### src/rtl/myproject_div_pkg.sv
// myproject_div_pkg: shared widths, FSM state and quotient saturation limits for the sequential signed divider.
package myproject_div_pkg;
  localparam int DVD_W_DEF = 26;
  localparam int DSR_W_DEF = 16;
  localparam int QUO_W_DEF = 10;
  typedef enum logic [1:0] {IDLE, CALC, DONE} state_t;
  function automatic longint sat_hi(input int w);
    return (longint'(1) << (w - 1)) - 1;
  endfunction
  function automatic longint sat_lo(input int w);
    return -(longint'(1) << (w - 1));
  endfunction
endpackage

### src/rtl/myproject_sdiv_step.sv
// myproject_sdiv_step: one restoring radix-2 step on unsigned magnitudes.
module myproject_sdiv_step
  import myproject_div_pkg::*;
#(
  parameter int W = DSR_W_DEF
) (
  input  logic [W-1:0] rem_in,
  input  logic         bit_in,
  input  logic [W-1:0] dsr,
  output logic [W-1:0] rem_out,
  output logic         q_bit
);
  logic [W:0] sh;
  assign sh      = {rem_in, bit_in};
  assign q_bit   = sh >= {1'b0, dsr};
  assign rem_out = W'(q_bit ? sh - {1'b0, dsr} : sh);
endmodule

### src/rtl/myproject_sdiv_seq_26s_16s_10.sv
// myproject_sdiv_seq_26s_16s_10: sequential signed restoring divider, one quotient bit per cycle.
// Define MYPROJECT_SDIV_SAT_EN to saturate an overflowing quotient instead of wrapping it.
module myproject_sdiv_seq_26s_16s_10
  import myproject_div_pkg::*;
#(
  parameter int DIVIDEND_W = DVD_W_DEF,
  parameter int DIVISOR_W  = DSR_W_DEF,
  parameter int QUOT_W     = QUO_W_DEF
) (
  input  logic                  ap_clk,
  input  logic                  ap_rst_n,
  input  logic                  in_valid,
  output logic                  in_ready,
  input  logic [DIVIDEND_W-1:0] din0,
  input  logic [DIVISOR_W-1:0]  din1,
  output logic                  out_valid,
  input  logic                  out_ready,
  output logic [QUOT_W-1:0]     quot,
  output logic [DIVISOR_W-1:0]  rem,
  output logic                  ovf,
  output logic                  dbz
);
  localparam int CW = $clog2(DIVIDEND_W + 1);
  localparam logic signed [QUOT_W-1:0]   q_hi = QUOT_W'(sat_hi(QUOT_W));
  localparam logic signed [QUOT_W-1:0]   q_lo = QUOT_W'(sat_lo(QUOT_W));
  localparam logic signed [DIVIDEND_W:0] f_hi = (DIVIDEND_W + 1)'(sat_hi(QUOT_W));
  localparam logic signed [DIVIDEND_W:0] f_lo = (DIVIDEND_W + 1)'(sat_lo(QUOT_W));
  state_t                   state;
  logic [CW-1:0]            cnt;
  logic [DIVIDEND_W-1:0]    dvd;
  logic [DIVISOR_W-1:0]     dsr;
  logic [DIVISOR_W-1:0]     rem_r;
  logic                     neg_q;
  logic                     neg_r;
  logic                     zdiv;
  logic [DIVIDEND_W:0]      a_ext;
  logic [DIVISOR_W:0]       b_ext;
  logic [DIVISOR_W-1:0]     rem_n;
  logic                     q_bit;
  logic [DIVIDEND_W-1:0]    qmag;
  logic signed [DIVIDEND_W:0] q_full;
  logic [DIVISOR_W-1:0]     r_full;
  logic                     ovf_n;
  logic [QUOT_W-1:0]        quot_n;
  myproject_sdiv_step #(.W(DIVISOR_W)) u_step (
    .rem_in  (rem_r),
    .bit_in  (dvd[DIVIDEND_W-1]),
    .dsr     (dsr),
    .rem_out (rem_n),
    .q_bit   (q_bit)
  );
  // Sign-extend by one bit so the most negative dividend negates without wrapping.
  assign a_ext  = {din0[DIVIDEND_W-1], din0};
  assign b_ext  = {din1[DIVISOR_W-1], din1};
  assign qmag   = {dvd[DIVIDEND_W-2:0], q_bit};
  assign q_full = neg_q ? -$signed({1'b0, qmag}) : $signed({1'b0, qmag});
  assign r_full = neg_r ? -rem_n : rem_n;
  assign ovf_n  = zdiv | (q_full > f_hi) | (q_full < f_lo);
`ifdef MYPROJECT_SDIV_SAT_EN
  assign quot_n = zdiv ? (neg_r ? q_lo : q_hi) :
                  ovf_n ? (neg_q ? q_lo : q_hi) : q_full[QUOT_W-1:0];
`else
  assign quot_n = zdiv ? (neg_r ? q_lo : q_hi) : q_full[QUOT_W-1:0];
`endif
  always_ff @(posedge ap_clk or negedge ap_rst_n) begin
    if (!ap_rst_n) begin
      state     <= IDLE;
      in_ready  <= 1'b1;
      out_valid <= 1'b0;
      quot      <= '0;
      rem       <= '0;
      ovf       <= 1'b0;
      dbz       <= 1'b0;
      cnt       <= '0;
      dvd       <= '0;
      dsr       <= '0;
      rem_r     <= '0;
      neg_q     <= 1'b0;
      neg_r     <= 1'b0;
      zdiv      <= 1'b0;
    end else begin
      case (state)
        IDLE: if (in_valid && in_ready) begin
          dvd      <= DIVIDEND_W'(din0[DIVIDEND_W-1] ? -a_ext : a_ext);
          dsr      <= DIVISOR_W'(din1[DIVISOR_W-1] ? -b_ext : b_ext);
          rem_r    <= '0;
          neg_q    <= din0[DIVIDEND_W-1] ^ din1[DIVISOR_W-1];
          neg_r    <= din0[DIVIDEND_W-1];
          zdiv     <= din1 == '0;
          // A zero divisor needs no iterations; a single pass lands in DONE on the next edge.
          cnt      <= (din1 == '0) ? CW'(1) : CW'(DIVIDEND_W);
          in_ready <= 1'b0;
          state    <= CALC;
        end
        CALC: begin
          dvd   <= qmag;
          rem_r <= rem_n;
          cnt   <= cnt - 1'b1;
          if (cnt == CW'(1)) begin
            state     <= DONE;
            out_valid <= 1'b1;
            quot      <= quot_n;
            rem       <= zdiv ? '0 : r_full;
            ovf       <= ovf_n;
            dbz       <= zdiv;
          end
        end
        DONE: if (out_ready) begin
          state     <= IDLE;
          out_valid <= 1'b0;
          in_ready  <= 1'b1;
        end
        default: state <= IDLE;
      endcase
    end
  end
endmodule

### config.mk
export PLATFORM = sky130hd
export DESIGN_NAME = myproject_sdiv_seq_26s_16s_10
export DESIGN_NICKNAME = d
export VERILOG_FILES = /design/src/rtl/myproject_div_pkg.sv /design/src/rtl/myproject_sdiv_step.sv /design/src/rtl/myproject_sdiv_seq_26s_16s_10.sv
export SDC_FILE = /design/constraint.sdc
export NUM_CORES = 1
export LEC_CHECK = 0
export ABC_AREA = 1
export CORE_MARGIN = 5
export CORE_UTILIZATION = 45
export DETAILED_ROUTE_END_ITERATION = 12
export GPL_ROUTABILITY_DRIVEN = 0
export HOLD_SLACK_MARGIN = 0.06
export PLACE_DENSITY = 0.66
export SLEW_MARGIN = 20
export SYNTH_ARGS = -nofsm -noshare
export SYNTH_HDL_FRONTEND = slang
export SYNTH_SLANG_ARGS = --single-unit
### constraint.sdc
create_clock -name ap_clk -period 3.9 [get_ports ap_clk]
set_clock_uncertainty 0.15 [all_clocks]
set_input_delay 0.585 -clock ap_clk [delete_from_list [all_inputs] [get_ports ap_clk]]
set_output_delay 0.585 -clock ap_clk [all_outputs]
set_load 0.02 [all_outputs]
==> impl_metrics.tcl <==
set metrics [dict create \
    max-cap-violations 0 \
    design.final.nets 1229 \
    share_seq_of_total_power 0.212 \
    path_max_fanout 14 \
    post_detailed_route_drc_marker_count 0 \
    clock_tree_root_buffer_cell "sky130_fd_sc_hd__clkbuf_16" \
    post_cts_resize_count 0 \
    ys_warn_count 0 \
    highest_ir_drop_seen_on_vdd_v 0.000495 \
    number_of_nets_still_failing_antenna_checks_after_routing 0 \
    final_layout_size_suffix_gt1_frac 0.0679 \
    grt_remaining_overflow 0 \
    setup_tns_ns 0 \
    antenna-diode-count 0 \
    route.detailed.vias_per_inst 5.33 \
    syn_area_per_cell_um2 6.80 \
    mapped_area_um2 7420 \
    antenna_found_initial 1 \
    power_frac_clock 0.097 \
    place_area_um2 8400 \
    total_leakage_power_nw 4.24 \
    synth-async-reset-ratio 1.00 \
    grt_start_max_net_pins 57 \
    class_of_the_most_critical_hold_timing_path "in -> async" \
    design.die.area_um2 19200 \
    clock_insertion_delay_worst_skew_ns 0.35 \
    grt_pass1_wl_um 34600 \
    syn2layout_area_growth_pct 16.7 \
    grtUsageTotal 0.219 \
    synth.lib_cells_used.distinct 48 \
    fin_hold_ws_ns 0.130 \
    finalHoldViolations 0 \
    fp.coreArea_um2 16400 \
    rr_endpoint "ovf" \
    clock_slew_at_the_register_clock_pins_of_the_worst_setup_and_hold_paths_ns 0.07 \
    die_h_um 138 \
    wire_per_inst_um 15.2 \
    cts-root-to-sink-buffers 2 \
    cts_inserted_buffers 9 \
    p_sw_mw 4.61 \
    clock.fmax_mhz 282 \
    crit_path_start_kind "flop" \
    synthCells 1092 \
    max_slew_headroom 0.449 \
    slew_viol_final 0 \
    final_min_period_over_clock_period 0.909 \
    cp-end-kind "flop" \
    pwr-share-comb 0.691 \
    status "complete, no violations" \
    h-tree-depth 3 \
    synth.ff_latch_count 98 \
    cts_tree "done" \
    drt_first_iter_violations 553 \
    period_minus_slack_ns 3.55 \
    synth_fp_nets 1161 \
    num_vias 7376 \
    cts.repair_timing.setup_buffer_count 0 \
    rows 47 \
    grt_pass1_vias 6751 \
    drt_pre_antenna_iters 5 \
    cell_internal_pwr_mw 3.88 \
    fp.dieW_um 138 \
    start_util 0.452 \
    synth-edff-count 0 \
    grt_setup_unrepaired "false" \
    post-dp-hpwl_um 16300 \
    cellPowerDensity_nw_per_um2 980 \
    final-setup-viol-count 0 \
    postCtsHoldBufs 0 \
    worst-endpoint-required_ns 3.98 \
    synth_seq_area_share 0.331 \
    worst_pin_slew_ns 0.826 \
    timing.critical_path.arrival_ns 3.63 \
    ff2ff_setup_slack_ns 0.35 \
    p_sw_frac 0.543 \
    critical_path.reg2reg.startpoint "rem_r[3]" \
    yosys_most_used_dff "sky130_fd_sc_hd__dfrtp_1" \
    critPathKind "reg -> reg" \
    port-buffer-count 75 \
    pin_count 76 \
    tritoncts_num_sinks 98 \
    stdcell_area_um2 8660 \
    timing.reg2reg.worst_path_depth 23 \
    total_wire_length_after_detailed_routing_um 21000 \
]
-- critical path, stage by stage, from the launching register on --
cell and delay, ns:
sky130_fd_sc_hd__dfrtp_1 0.41, sky130_fd_sc_hd__ha_1 0.35, sky130_fd_sc_hd__a21oi_1 0.21, sky130_fd_sc_hd__nand2_1 0.10, sky130_fd_sc_hd__nand2_1 0.08, sky130_fd_sc_hd__nand3_2 0.13, sky130_fd_sc_hd__nand2_4 0.15, sky130_fd_sc_hd__nand2_4 0.16
sky130_fd_sc_hd__inv_4 0.09, sky130_fd_sc_hd__ha_1 0.19, sky130_fd_sc_hd__nand2_1 0.10, sky130_fd_sc_hd__nor2_1 0.12, sky130_fd_sc_hd__buf_4 0.15, sky130_fd_sc_hd__nand2_1 0.11, sky130_fd_sc_hd__o21ai_0 0.19, sky130_fd_sc_hd__nand3_1 0.09
sky130_fd_sc_hd__nor2_1 0.11, sky130_fd_sc_hd__nand2_1 0.05, sky130_fd_sc_hd__nor2_1 0.11, sky130_fd_sc_hd__nand3_1 0.07, sky130_fd_sc_hd__nor2_1 0.11, sky130_fd_sc_hd__nand3_1 0.07, sky130_fd_sc_hd__nand2_1 0.06, sky130_fd_sc_hd__a21oi_1 0.06
-- cells in the mapped netlist, types with 3 or more instances --
library cell / count / area (um2)
sky130_fd_sc_hd__nand2_2: 13 / 81.3
sky130_fd_sc_hd__nor3_1: 13 / 65.1
sky130_fd_sc_hd__dfrtp_1: 97 / 2430
sky130_fd_sc_hd__clkbuf_1: 21 / 78.8
sky130_fd_sc_hd__nand2_1: 315 / 1180
sky130_fd_sc_hd__ha_1: 22 / 275
sky130_fd_sc_hd__buf_6: 4 / 45.0
sky130_fd_sc_hd__o221ai_1: 24 / 210
sky130_fd_sc_hd__buf_1: 5 / 18.8
sky130_fd_sc_hd__nor2_1: 101 / 379
sky130_fd_sc_hd__nor2_2: 7 / 43.8
sky130_fd_sc_hd__o21ai_0: 53 / 265
sky130_fd_sc_hd__o21ai_2: 9 / 78.8
sky130_fd_sc_hd__or2_2: 3 / 18.8
sky130_fd_sc_hd__inv_1: 142 / 533
sky130_fd_sc_hd__xor2_1: 37 / 324
sky130_fd_sc_hd__inv_2: 5 / 18.8
sky130_fd_sc_hd__a21oi_1: 25 / 125
sky130_fd_sc_hd__o211ai_1: 5 / 37.5
sky130_fd_sc_hd__nand4_1: 19 / 119
sky130_fd_sc_hd__o21ai_1: 4 / 20.0
sky130_fd_sc_hd__a31oi_1: 4 / 25.0
sky130_fd_sc_hd__nand3_2: 4 / 40.0
sky130_fd_sc_hd__xnor2_1: 14 / 123
sky130_fd_sc_hd__o22ai_1: 16 / 100
sky130_fd_sc_hd__nor4_1: 4 / 25.0
sky130_fd_sc_hd__nand3_1: 99 / 495
-- metrics by stage --
step,setup WS (ns),instances,power [mW],utilization
6_report,0.354,1384,8.49,0.528
5_1_grt,0.00137,1384,9.37,0.528
4_1_cts,0.363,1384,8.48,0.528
3_5_place_dp,0.394,1369,7.63,0.512
3_3_place_gp,0.487,1369,7.55,0.512
2_1_floorplan,0.547,1092,6.10,-
-- cell families (layout without fill, tap and decap cells) --
logic type      count (synthesis)  after routing  synth area share
simple gates                  586            586             0.342
buf+inv                       184            256             0.100
compound gates                150            150             0.127
flops                          98             98             0.331
xor+xnor                       51             51            0.0602
fa+ha+maj                      23             23            0.0398
-- per-layer routing --
metal | up-vias | share of wire | track usage
met5 | - | 0 | 0
met4 | 0 | 0.020 | 0.0749
met3 | 26 | 0.072 | 0.0259
met2 | 266 | 0.41 | 0.313
met1 | 3394 | 0.50 | 0.343
li1 | 3690 | - | -
-- state kept, by name, indices dropped and copies added, names as in the netlist, 2 cells and up --
signal  count
dvd        26
dsr        16
cnt         5
rem_r      16
rem        16
quot       10
state       2
-- cell usage in the layout (no fill, tap or decap), types with 3 or more instances in the layout --
cell                              netlist  routed
sky130_fd_sc_hd__buf_4                  1      16
sky130_fd_sc_hd__o22ai_1               16      16
sky130_fd_sc_hd__o21ai_1                4       4
sky130_fd_sc_hd__xnor2_1               14      14
sky130_fd_sc_hd__nor3_1                13      13
sky130_fd_sc_hd__a21oi_1               25      25
sky130_fd_sc_hd__o221ai_1              24      24
sky130_fd_sc_hd__nand2_1              315     315
sky130_fd_sc_hd__o21ai_2                9       9
sky130_fd_sc_hd__o21ai_0               53      53
sky130_fd_sc_hd__ha_1                  22      22
sky130_fd_sc_hd__a31oi_1                4       4
sky130_fd_sc_hd__nor2_1               101     101
sky130_fd_sc_hd__inv_2                  5       5
sky130_fd_sc_hd__nand3_2                4       4
sky130_fd_sc_hd__o211ai_1               5       5
sky130_fd_sc_hd__xor2_1                37      37
sky130_fd_sc_hd__clkdlybuf4s50_1        0      74
sky130_fd_sc_hd__nor2_2                 7       7
sky130_fd_sc_hd__nand3_1               99      99
sky130_fd_sc_hd__clkbuf_16              0       9
sky130_fd_sc_hd__dfrtp_1               97      97
sky130_fd_sc_hd__nand4_1               19      19
sky130_fd_sc_hd__or2_2                  3       3
sky130_fd_sc_hd__nor4_1                 4       4
sky130_fd_sc_hd__nand2_2               13      13
sky130_fd_sc_hd__inv_1                142     142
-- power by group through the flow --
| stage | clock, mW | combinational, mW | sequential [mW] |
|---|---|---|---|
| 2_1_floorplan | 0 | 4.30 | 1.80 |
| 3_3_place_gp | 0 | 5.75 | 1.80 |
| 3_5_place_dp | 0 | 5.81 | 1.81 |
| 4_1_cts | 0.840 | 5.84 | 1.80 |
| 5_1_grt | 0.885 | 6.62 | 1.86 |
| 6_report | 0.825 | 5.86 | 1.80 |
-- how the worst max path moves through the flow --
stage,start,endpoint,cells past startpoint
finish,rem_r[3],ovf,23
global route,dsr[12],ovf,24
CTS,dsr[14],ovf,24
detailed placement,rem_r[3],ovf,23
global placement,dsr[14],ovf,24
floorplan,rem_r[2],ovf,25
-- final cells by class --
| class | count | area, um2 |
|---|---|---|
| Clock buffer | 11 | 233 |
| Clock inverter | 4 | 30.0 |
| Fill cell | 1646 | 7740 |
| Inverter | 150 | 566 |
| Multi-Input combinational cell | 810 | 4220 |
| Sequential cell | 98 | 2450 |
| Tap cell | 220 | 275 |
| Timing Repair Buffer | 91 | 881 |
Power figures use the tool's default switching activity.
